===== src/rtl/cpu_pkg.sv =====
// Shared definitions for the 4-bit-opcode CPU control path: opcodes, state
// encodings and small opcode-class helpers used by the sequencer decode.
package cpu_pkg;

    localparam logic [3:0] OP_ADD   = 4'b0000;
    localparam logic [3:0] OP_ADDI  = 4'b0001;
    localparam logic [3:0] OP_AND   = 4'b0010;
    localparam logic [3:0] OP_ANDI  = 4'b0011;
    localparam logic [3:0] OP_LOAD  = 4'b0100;
    localparam logic [3:0] OP_STORE = 4'b0101;

    typedef logic [2:0] state_t;

    localparam state_t ST_FETCH  = 3'd0;
    localparam state_t ST_DECODE = 3'd1;
    localparam state_t ST_EXEC   = 3'd2;
    localparam state_t ST_MEM    = 3'd3;
    localparam state_t ST_WB     = 3'd4;
    localparam state_t ST_FAULT  = 3'd7;

    // Every opcode above STORE is a conditional branch.
    function automatic logic is_branch(input logic [3:0] op);
        return op > OP_STORE;
    endfunction

    function automatic logic is_mem(input logic [3:0] op);
        return (op == OP_LOAD) || (op == OP_STORE);
    endfunction

    // Adder is used by ADD/ADDI and by the load/store address calculation.
    function automatic logic op_adds(input logic [3:0] op);
        return (op == OP_ADD) || (op == OP_ADDI) || is_mem(op);
    endfunction

    function automatic logic op_ands(input logic [3:0] op);
        return (op == OP_AND) || (op == OP_ANDI);
    endfunction

    function automatic logic op_imm(input logic [3:0] op);
        return (op == OP_ADDI) || (op == OP_ANDI) || is_mem(op);
    endfunction

endpackage


===== src/rtl/mem_wait_timer.sv =====
// Counts data-memory wait cycles; expired_o flags the last permitted wait cycle.
module mem_wait_timer #(
    parameter int unsigned MEM_TIMEOUT = 15
) (
    input  logic clk_i,
    input  logic rst_i,
    input  logic clr_i,
    input  logic en_i,
    output logic expired_o
);

    localparam logic [7:0] Limit = 8'(MEM_TIMEOUT - 1);

    logic [7:0] wait_cnt_q;
    logic [7:0] wait_cnt_d;

    always_comb begin
        wait_cnt_d = wait_cnt_q;
        if (clr_i) begin
            wait_cnt_d = 8'd0;
        end else if (en_i) begin
            wait_cnt_d = wait_cnt_q + 8'd1;
        end
    end

    always_ff @(posedge clk_i or posedge rst_i) begin
        if (rst_i) begin
            wait_cnt_q <= 8'd0;
        end else begin
            wait_cnt_q <= wait_cnt_d;
        end
    end

    assign expired_o = (wait_cnt_q == Limit);

endmodule


===== src/rtl/multicycle_sequencer.sv =====
// Multi-cycle FETCH/DECODE/EXEC/MEM/WB control sequencer with datapath strobes
// and a sticky fault on data-memory timeout.
module multicycle_sequencer
    import cpu_pkg::*;
#(
    parameter int unsigned MEM_TIMEOUT = 15
) (
    input  logic       clk,
    input  logic       reset,
    input  logic [3:0] opcode,
    input  logic       imem_ready,
    input  logic       dmem_ready,
    input  logic       cmp_true,
    output logic       ir_write,
    output logic       pc_write,
    output logic       dataMemRead,
    output logic       dataMemWrite,
    output logic       regWrite,
    output logic       immediate,
    output logic       ALUand,
    output logic       ALUadd,
    output logic       comparator,
    output logic       PCselect,
    output logic       instr_retired,
    output logic       fault,
    output logic [2:0] state
);

    state_t     state_q;
    state_t     state_d;
    logic [3:0] op_q;
    logic [3:0] op_d;
    logic       in_mem;
    logic       timer_expired;

    assign in_mem = (state_q == ST_MEM);

    // Held clear outside MEM, so every MEM visit starts counting from zero.
    mem_wait_timer #(
        .MEM_TIMEOUT (MEM_TIMEOUT)
    ) u_mem_wait_timer (
        .clk_i     (clk),
        .rst_i     (reset),
        .clr_i     (!in_mem),
        .en_i      (in_mem && !dmem_ready),
        .expired_o (timer_expired)
    );

    always_comb begin
        state_d = state_q;
        op_d    = op_q;
        case (state_q)
            ST_FETCH: begin
                if (imem_ready) begin
                    state_d = ST_DECODE;
                end
            end
            ST_DECODE: begin
                op_d    = opcode;
                state_d = ST_EXEC;
            end
            ST_EXEC: begin
                if (is_branch(op_q)) begin
                    state_d = ST_FETCH;
                end else if (is_mem(op_q)) begin
                    state_d = ST_MEM;
                end else begin
                    state_d = ST_WB;
                end
            end
            ST_MEM: begin
                // A completing access in the expiry cycle still wins over the fault.
                if (dmem_ready) begin
                    state_d = (op_q == OP_LOAD) ? ST_WB : ST_FETCH;
                end else if (timer_expired) begin
                    state_d = ST_FAULT;
                end
            end
            ST_WB:    state_d = ST_FETCH;
            ST_FAULT: state_d = ST_FAULT;
            default:  state_d = ST_FETCH;
        endcase
    end

    always_ff @(posedge clk or posedge reset) begin
        if (reset) begin
            state_q <= ST_FETCH;
            op_q    <= 4'd0;
        end else begin
            state_q <= state_d;
            op_q    <= op_d;
        end
    end

    always_comb begin
        ir_write      = 1'b0;
        pc_write      = 1'b0;
        dataMemRead   = 1'b0;
        dataMemWrite  = 1'b0;
        regWrite      = 1'b0;
        immediate     = 1'b0;
        ALUand        = 1'b0;
        ALUadd        = 1'b0;
        comparator    = 1'b0;
        PCselect      = 1'b0;
        instr_retired = 1'b0;
        fault         = 1'b0;
        case (state_q)
            ST_FETCH: begin
                ir_write = imem_ready;
            end
            ST_EXEC: begin
                if (is_branch(op_q)) begin
                    comparator    = 1'b1;
                    PCselect      = cmp_true;
                    pc_write      = 1'b1;
                    instr_retired = 1'b1;
                end else begin
                    ALUadd    = op_adds(op_q);
                    ALUand    = op_ands(op_q);
                    immediate = op_imm(op_q);
                end
            end
            ST_MEM: begin
                ALUadd       = 1'b1;
                immediate    = 1'b1;
                dataMemRead  = (op_q == OP_LOAD);
                dataMemWrite = (op_q == OP_STORE);
                if (op_q == OP_STORE && dmem_ready) begin
                    pc_write      = 1'b1;
                    instr_retired = 1'b1;
                end
            end
            ST_WB: begin
                regWrite      = 1'b1;
                pc_write      = 1'b1;
                instr_retired = 1'b1;
                ALUadd        = op_adds(op_q);
                ALUand        = op_ands(op_q);
                immediate     = op_imm(op_q);
                // Keeps the write-data mux on the memory read path.
                dataMemRead   = (op_q == OP_LOAD);
            end
            ST_FAULT: begin
                fault = 1'b1;
            end
            default: ;
        endcase
        // Reset overrides everything, including the imem_ready passthrough.
        if (reset) begin
            ir_write      = 1'b0;
            pc_write      = 1'b0;
            dataMemRead   = 1'b0;
            dataMemWrite  = 1'b0;
            regWrite      = 1'b0;
            immediate     = 1'b0;
            ALUand        = 1'b0;
            ALUadd        = 1'b0;
            comparator    = 1'b0;
            PCselect      = 1'b0;
            instr_retired = 1'b0;
            fault         = 1'b0;
        end
    end

    assign state = state_q;

endmodule

===== config.mk =====
export PLATFORM = sky130hd
export DESIGN_NAME = multicycle_sequencer
export DESIGN_NICKNAME = d
export VERILOG_FILES = /design/src/rtl/cpu_pkg.sv /design/src/rtl/mem_wait_timer.sv /design/src/rtl/multicycle_sequencer.sv
export SDC_FILE = /design/constraint.sdc
export NUM_CORES = 1
export LEC_CHECK = 0
export ABC_AREA = 0
export CAP_MARGIN = 40
export CORE_MARGIN = 2
export CORE_UTILIZATION = 52
export CTS_CLUSTER_SIZE = 16
export DETAILED_ROUTE_END_ITERATION = 10
export PLACE_DENSITY_LB_ADDON = 0.25
export SLEW_MARGIN = 20
export SYNTH_ARGS = -nofsm -noshare
export SYNTH_HDL_FRONTEND = slang
export SYNTH_HIERARCHICAL = 1
export SYNTH_SLANG_ARGS = --single-unit

===== constraint.sdc =====
create_clock -name clk -period 5.7 [get_ports clk]
set_input_delay 1.425 -clock clk [delete_from_list [all_inputs] [get_ports clk]]
set_output_delay 1.425 -clock clk [all_outputs]
set_load 0.02 [all_outputs]

-- Word level (Yosys, flattened, before mapping)
Cells that the tools add are included.
- flip-flop bits (word level): 15
- input port bits: 9
- bits in read-only memories: 0
- bits in latches: 0
- logic and storage cells: 69
- output and inout port bits: 15
- memories: 0
- bits in writable memories: 0
- add/sub/neg operators: 1
- multiply operators: 0
- mux-type cells: 37
- bitwise logic cells: 0
- order comparisons: 1
- shift operators: 0
- equal/unequal tests: 14
- reductions and logical operators: 13
- div/mod/pow operators: 0
- operator list (cell ; number):
    $mux 1 ; 24
    $mux 3 ; 6
    $mux 8 ; 2
    $pmux 3 s5 ; 1
    $pmux 1 s3 ; 3
    $add 8x1->8 const B ; 1
    $eq 4x2->1 const B ; 2
    $eq 4x3->1 const B ; 2
    $eq 8x4->1 const B ; 1
    $eq 3x2->1 const B ; 2
    $eq 3x3->1 const B ; 2
    $logic_or 1x1->1 ; 6
    $eq 4x1->1 const B ; 1
    $gt 4x3->1 const B ; 1
    $logic_not 4->1 ; 1
    $eq 3x1->1 const B ; 1
    $logic_not 3->1 ; 1
    $ne 3x2->1 const B ; 1
    $logic_and 1x1->1 ; 2
    $ne 2x1->1 const B ; 1
    $ne 2x2->1 const B ; 1
    $pmux 1 s2 ; 1
    $reduce_and 2->1 ; 1
    $reduce_or 2->1 ; 1
    $logic_not 1->1 ; 1

-- Longest topological paths before layout
Gate-level depths: netlist of the first run.
- word-level depth: 6
- gate-level depth with buffers: 6
- gate-level depth less buffers: 6

-- By module
Netlist of the first run, hierarchy kept.
- by module, submodules not included (module ; cells each ; sequential area each (um2) ; times used ; area each (um2)):
    multicycle_sequencer ; 68 ; 175.2 ; 1 ; 586.8
    mem_wait_timer ; 42 ; 200.2 ; 1 ; 426.7

-- Least setup slack after synthesis of the first run
Ideal clock, no wire load.
- path kind: input to output
- start point: input reset
- end point: output pc_write
- required time: 4.275 ns
- slack: 1.645 ns
- path buffers: 2
- stages: 5
- arrival time: 2.630 ns
- cells stage by stage: buf_2 > nand2b_1 > nor3_2 > or3b_1 > buf_4
- cells in the longest elaborated chain, start to end: 1
- RTL lines (item ; RTL line ; source):
    start, declared ; multicycle_sequencer.sv:9 ; input logic reset,
    $mux 1 ; - ;
    end, declared ; multicycle_sequencer.sv:15 ; output logic pc_write,
Every way passes these cells.

-- Final worst setup path of the first run
- start point: input reset
- end point: output pc_write
- cells in the longest elaborated chain, start to end: 1
- RTL lines (item ; RTL line ; source):
    $mux 1 ; multicycle_sequencer.sv:150 ; if (reset) begin
Every way passes these cells.

==> results of run 1 <==
stage by stage:
step,instance area (um^2),setup slack [ns]
2_1_floorplan,1013,1.645
3_3_place_gp,1232,0.9111
3_5_place_dp,1232,0.8387
4_1_cts,1259,0.8294
5_1_grt,1259,0.7212
6_report,1259,0.8453
worst min path at each step:
stage / depth (start not counted) / endpoint / startpoint
2_1_floorplan: 2 / u_mem_wait_timer/wait_cnt_q[7]$_DFFE_PP0P_ / u_mem_wait_timer/wait_cnt_q[7]$_DFFE_PP0P_
3_3_place_gp: 2 / u_mem_wait_timer/wait_cnt_q[7]$_DFFE_PP0P_ / u_mem_wait_timer/wait_cnt_q[7]$_DFFE_PP0P_
3_5_place_dp: 1 / op_q[1]$_DFFE_PP0P_ / op_q[1]$_DFFE_PP0P_
4_1_cts: 2 / u_mem_wait_timer/wait_cnt_q[7]$_DFFE_PP0P_ / u_mem_wait_timer/wait_cnt_q[7]$_DFFE_PP0P_
5_1_grt: 2 / u_mem_wait_timer/wait_cnt_q[7]$_DFFE_PP0P_ / u_mem_wait_timer/wait_cnt_q[7]$_DFFE_PP0P_
6_report: 2 / u_mem_wait_timer/wait_cnt_q[7]$_DFFE_PP0P_ / u_mem_wait_timer/wait_cnt_q[7]$_DFFE_PP0P_
power by group:
| group | switching [mW] | internal (mW) |
|---|---|---|
| Combinational | 0.128 | 0.119 |
| Sequential | 0.0600 | 0.131 |
| Clock | 0.0319 | 0.0271 |
| Total | 0.220 | 0.277 |
state kept, by name, indices dropped and copies added (netlist names):
signal	cells
u_mem_wait_timer/wait_cnt_q	8
op_q	4
state	3
area by class of cell:
type / count / share of cell area [%]
timing repair buffer: 23 / 18.29
inverter: 3 / 0.8946
tap: 25 / 2.485
sequential: 15 / 29.82
clock buffer: 4 / 2.087
multi-input combinational: 85 / 46.42
per-layer routing:
layer,vias up,routed length (um),GRT usage [%]
li1,439,-,-
met4,0,13,4.865
met3,2,108,3.333
met2,28,956,32.89
met5,-,0,0
met1,425,994,30.50
cells in the mapped netlist, drive strengths merged (2+ instances only):
master  count
nor4        2
nand4       2
dfrtp      15
nor3        4
or3b        2
o21ai       6
nor2       15
ha          2
mux2        4
inv         3
or3         3
a21oi      10
nand3       5
xnor2       2
buf         7
a21o        2
nand2       6
nand2b      3
xor2        3
kinds of logic after synthesis:
kind of cell	synth area share, %
multiplexers	4.444
adder cells (fa/ha/maj)	2.469
flip-flops	37.04
XOR/XNOR	4.322
buffers and inverters	5.308
AND/OR/NAND/NOR	28.03
AO/OA/AOI/OAI	18.40
worst max-delay path, delay by kind of cell:
kind,cells,cell delay [ns]
buffers and inverters,2,1.27
and+or+nand+nor,4,0.73
==> summary.md, run 1 <==
| Metric | Value |
|---|---|
| Critical Setup Path Class | `in2out` |
| Max_cap viols | `0` |
| FF+latch area | `375.4 um^2` |
| Total power | `496.5 uW` |
| Clock buffer count from CTS | `3` |
| RSZ-0062 raised after global routing | `false` |
| Antenna Nets Post-Route | `0` |
| Warnings, synthesis | `6` |
| Total Nets Final | `142` |
| Post-synth cell types | `38` |
| R2R Path Start | `state[1]$_DFFE_PP0P_` |
| Final Cycle Share | `85.17%` |
| First-pass GRT wire length | `3429 um` |
| Post-CTS Hold Fix Bufs | `0` |
| Post-cts sizing count | `0` |
| Min Tclk post-route | `4.855 ns` |
| DRT iter0 DRCs | `26` |
| Crit path to | `pc_write` |
| Site row count | `15` |
| Post-synthesis cell count | `110` |
| Core area | `1783 um^2` |
| Leak pwr | `0.4652 nW` |
| Worst Setup SP | `reset` |
| DR vias/cell | `5.768` |
| N_diodes | `0` |
| Ys async rst share | `100.0%` |
| Setup TNS | `0 ns` |
| Slew margin rel. | `63.46%` |
| Hold WC Path Type | `reg2reg` |
| Seq/Total Area, Yosys | `37.04%` |
| DRC viols | `0` |
| Clk sinks | `15` |
| Mapped Avg Cell Area | `9.213 um^2` |
| Max IR drop VDD | `0.3660 mV` |
| Vias in the first global route | `775` |
| Port buffer count | `23` |
| Clk_lat worst skew | `0.27 ns` |
| CTS tree | `built` |
| Post-layout util | `70.60%` |
| Placed insts | `151` |
| CTS Root Cell | `clkbuf_4` |
| Worst Clk Skew | `0.003142 ns` |
| Status | `finished, final reports clean` |
| Final Instance Count excl. Fillers | `155` |
| Grt ovf | `0` |
| Hold violation count in the final report | `0` |
| Synth top area cells | `dfrtp_1 (37%), nor2_1 (5.2%), a21oi_1 (4.9%)` |
| Slowest CP cell | `clkdlybuf4s50_1` |
| Max-slew violation count | `0` |
| R2R Path End | `u_mem_wait_timer/wait_cnt_q[5]$_DFFE_PP0P_` |
| Largest net degree at the start of global routing | `16` |
| Share of cells above drive strength 1 | `12.31%` |
| Synth Flop Type | `dfrtp_1` |
| Power per cell area | `394.4 nW/um^2` |
| Routability congestion estimate from global placement | `0.8160` |
| Post-synth EDFFs | `0` |
| Multi-input logic area | `584.3 um^2` |
| Reg clk slew, reported paths | `0.09 ns` |
| Crit path largest cell delay | `0.72 ns` |
| Post-synth top area cell | `dfrtp_1` |
| Pre-antenna DRT Iters | `4` |
| Initial Util | `56.84%` |
| Area growth, synth to finish | `24.20%` |
| Worst path required time | `4.28 ns` |
| Worst r2r path cells | `5` |
| Setup crit end kind | `output pin` |
| Worst path cell trace | `clkdlybuf4s50_1 -> nand2b_1 -> nor2_1 -> nand3_1 -> or3b_1 -> clkdlybuf4s50_1` |
| Final wirelength | `2073 um` |
| DP HPWL | `1557 um` |
| Max Root-Sink Buffers | `2` |
| Initial antenna violation count | `0` |
| Drt wl/cell | `13.37 um` |
| Most common cell on crit path | `clkdlybuf4s50_1` |
| Share of the synthesized area in the top cell type | `37.04%` |
| Mapped Area | `1013 um^2` |
| Finish-stage setup viols | `0` |
| Setup crit start kind | `primary input` |
| Crit path DAT | `3.43 ns` |
| Achievable frequency | `206.0 MHz` |
| Most common cell after layout, fill and taps aside | `clkdlybuf4s50_1` |
| # Post-CTS Setup Buffers | `0` |
| CP max FO | `10` |
| Global-route usage over all layers | `20.96%` |
| Post-synth net total | `121` |
| FF-to-FF setup slack | `3.26 ns` |
| Die Area | `2318 um^2` |
| Number of synthesized register bits | `15` |
| Die Wd | `48.15 um` |
| Fin Hold WS | `0.5799 ns` |
| Die Y | `48.15 um` |
| H-tree Lvls | `1` |
| I/O pins | `24` |
| Leading cell types in the layout, fill and taps excluded | `clkdlybuf4s50_1 (23), dfrtp_1 (15), nor2_1 (14), a21oi_1 (10), o21ai_0 (6)` |
| Via count | `894` |
| Fillcell total | `137` |
| Worst Tran Pin Value | `0.5461 ns` |
No activity file was read; power rests on OpenSTA's default activity.
==> run 2, diff against run 1 <==
Settings changed: CTS_CLUSTER_SIZE 16 to default.
==> results of run 2 <==
Final layout, timing and power as in run 1 (identical DEF).
==> run 3, diff against run 2 <==
Settings changed: CORE_UTILIZATION 52 to 51, SYNTH_HIERARCHICAL 1 to default.
==> run 3 against run 2 <==
Effect of this change: utilization down 0.56 points; worst setup slack gained 0.27 ns; count of clock-buffer cells in the layout is 1 lower; power fell by 9.3%; combinational power shrank 18%; critical path type unchanged.
==> summary.md, run 3 <==
| Metric | Value |
|---|---|
| Post-synth net total | `121` |
| Area growth, synth to finish | `27.38%` |
| DR vias/cell | `5.284` |
| Via count | `819` |
| Max reg flops | `8` |
| Max_cap viols | `0` |
| Post-synth EDFFs | `0` |
| Post-CTS Hold Fix Bufs | `0` |
| Placed insts | `151` |
| I/O pins | `24` |
| Synth Flop Type | `dfrtp_1` |
| Worst path required time | `4.28 ns` |
| Setup TNS | `0 ns` |
| Final Instance Count excl. Fillers | `155` |
| Warnings, synthesis | `0` |
| Total Nets Final | `142` |
| Routability congestion estimate from global placement | `0.8633` |
| RSZ-0062 raised after global routing | `false` |
| Die Area | `2245 um^2` |
| Leak pwr | `0.4989 nW` |
| Core area | `1745 um^2` |
| Worst Tran Pin Value | `0.5678 ns` |
| Port buffer count | `23` |
| CP max FO | `10` |
| DRC viols | `0` |
| CTS Root Cell | `clkbuf_4` |
| Initial antenna violation count | `0` |
| Top-count cell post-synth | `nor2_1` |
| Clk_lat worst skew | `0.29 ns` |
| Top cells by count, synth | `nor2_1 (16), dfrtp_1 (15), nor3_1 (9)` |
| WHS Endpoint | `u_mem_wait_timer.wait_cnt_q[7]$_DFFE_PP0P_` |
| Share of cells above drive strength 1 | `9.231%` |
| Share of the synthesized area in the top cell type | `39.11%` |
| Clk sinks | `15` |
| Post-synth top area cell | `dfrtp_1` |
| R2R Path Start | `state[0]$_DFFE_PP0P_` |
| Post-synth cell types | `36` |
| Global-route usage over all layers | `20.14%` |
| N_diodes | `0` |
| Max IR drop VDD | `0.2513 mV` |
| DP HPWL | `1413 um` |
| Final wirelength | `1882 um` |
| CTS tree | `built` |
| Achievable frequency | `217.9 MHz` |
| Max-slew violation count | `0` |
| Reg clk slew, reported paths | `0.10 ns` |
| Hold WC Path Type | `reg2reg` |
| Mapped Area | `959.7 um^2` |
| Grt ovf | `0` |
| Vias in the first global route | `733` |
| Site row count | `15` |
| Reg with most FFs | `u_mem_wait_timer.wait_cnt_q` |
| Post-cts sizing count | `0` |
| Number of synthesized register bits | `15` |
| Critical Setup Path Class | `in2out` |
| Hold depth | `2` |
| Min Tclk post-route | `4.589 ns` |
| Initial Util | `54.98%` |
| Largest net degree at the start of global routing | `22` |
| Pre-antenna DRT Iters | `4` |
| Finish-stage setup viols | `0` |
| Worst hold start | `u_mem_wait_timer.wait_cnt_q[7]$_DFFE_PP0P_` |
| Drt wl/cell | `12.14 um` |
| Power per cell area | `368.6 nW/um^2` |
| Die Wd | `47.38 um` |
| Leading cell types in the layout, fill and taps excluded | `clkdlybuf4s50_1 (23), nor2_1 (16), dfrtp_1 (15), nor3_1 (9), a21oi_1 (7)` |
| Post-synthesis cell count | `110` |
| Max Root-Sink Buffers | `2` |
| Worst r2r path cells | `4` |
| Crit path DAT | `3.16 ns` |
| R2R Path End | `state[2]$_DFFE_PP0P_` |
| Setup crit end kind | `output pin` |
| Clock buffer count from CTS | `3` |
| Antenna Nets Post-Route | `0` |
| Worst Clk Skew | `0.01021 ns` |
| Status | `finished, final reports clean` |
| Die Y | `47.38 um` |
| H-tree Lvls | `1` |
| Most common cell after layout, fill and taps aside | `clkdlybuf4s50_1` |
| # Post-CTS Setup Buffers | `0` |
| Hold violation count in the final report | `0` |
| FF-to-FF setup slack | `3.88 ns` |
| Mapped Avg Cell Area | `8.724 um^2` |
| Setup crit start kind | `primary input` |
| First-pass GRT wire length | `3139 um` |
| Seq/Total Area, Yosys | `39.11%` |
| Slew margin rel. | `62.15%` |
| Synth top area cells | `dfrtp_1 (39%), nor2_1 (6.3%), xor2_1 (5.5%)` |
| DRT iter0 DRCs | `6` |
| Ys async rst share | `100.0%` |
| Final Cycle Share | `80.52%` |
| Total power | `450.5 uW` |
==> run 3: cell types whose count changed after synthesis, moves of 3 or more <==
cell / previous run / this run
nor3_1: 2 / 9
xor2_1: 3 / 6
clkbuf_1: 0 / 4
o21ai_0: 6 / 3
a21oi_1: 10 / 7
or3_1: 3 / 0
==> run 3: cell type report <==
| type | count | area, um^2 |
|---|---|---|
| clock buffers | 3 | 22.52 |
| clock inverters | 1 | 7.507 |
| fillers | 160 | 523.0 |
| inverters | 3 | 11.26 |
| multi-input cells | 84 | 536.8 |
| flip-flops and latches | 15 | 375.4 |
| well taps | 25 | 31.28 |
| repair buffers | 24 | 237.7 |
==> run 3: worst max-delay path by stage <==
stage,startpoint,endpoint,slack (ns),cells past startpoint
after floorplan,reset,pc_write,1.73,4
after global placement,reset,pc_write,1.13,4
after detailed placement,reset,instr_retired,1.13,4
after CTS,reset,instr_retired,1.11,4
after global routing,reset,pc_write,1.01,4
final,reset,instr_retired,1.11,4
==> run 3: cell families after synthesis <==
family	Yosys count	synth area share [%]
compound gates	16	9.517
xor+xnor	7	6.389
fa+ha+maj	2	2.607
buf+inv	11	4.954
flops	15	39.11
mux	4	4.693
simple gates	55	32.73
==> run 3: where the power goes <==
part / internal (mW) / switching, mW / leakage (nW)
clock: 0.0267 / 0.0375 / 0.0139
combinational: 0.107 / 0.0969 / 0.287
sequential: 0.130 / 0.0531 / 0.198
total: 0.263 / 0.188 / 0.499
==> run 3: per-stage QoR <==
step           util (%)  cell area [um^2]  setup WS (ns)  hold slack [ns]
6_report          70.04              1222          1.111           0.5709
5_1_grt           70.04              1222          1.007           0.5999
4_1_cts           70.04              1222          1.108           0.5729
3_5_place_dp      68.32              1192          1.127           0.5456
3_3_place_gp      68.32              1192          1.133           0.5279
2_1_floorplan         -             959.7          1.729           0.5060
==> run 3: routing by layer <==
| metal | up-vias | global-route usage, % | routed length [um] |
|---|---|---|---|
| met5 | - | 0 | 0 |
| met4 | 0 | 8.333 | 25 |
| met3 | 4 | 3.846 | 83 |
| met2 | 21 | 30.81 | 841 |
| met1 | 374 | 27.70 | 931 |
| li1 | 420 | - | - |
==> run 3: worst max-delay path, cell delays in order <==
cell and delay, ns:
clkdlybuf4s50_1 0.60, nor4b_4 0.36, a21o_1 0.17, clkdlybuf4s50_1 0.60
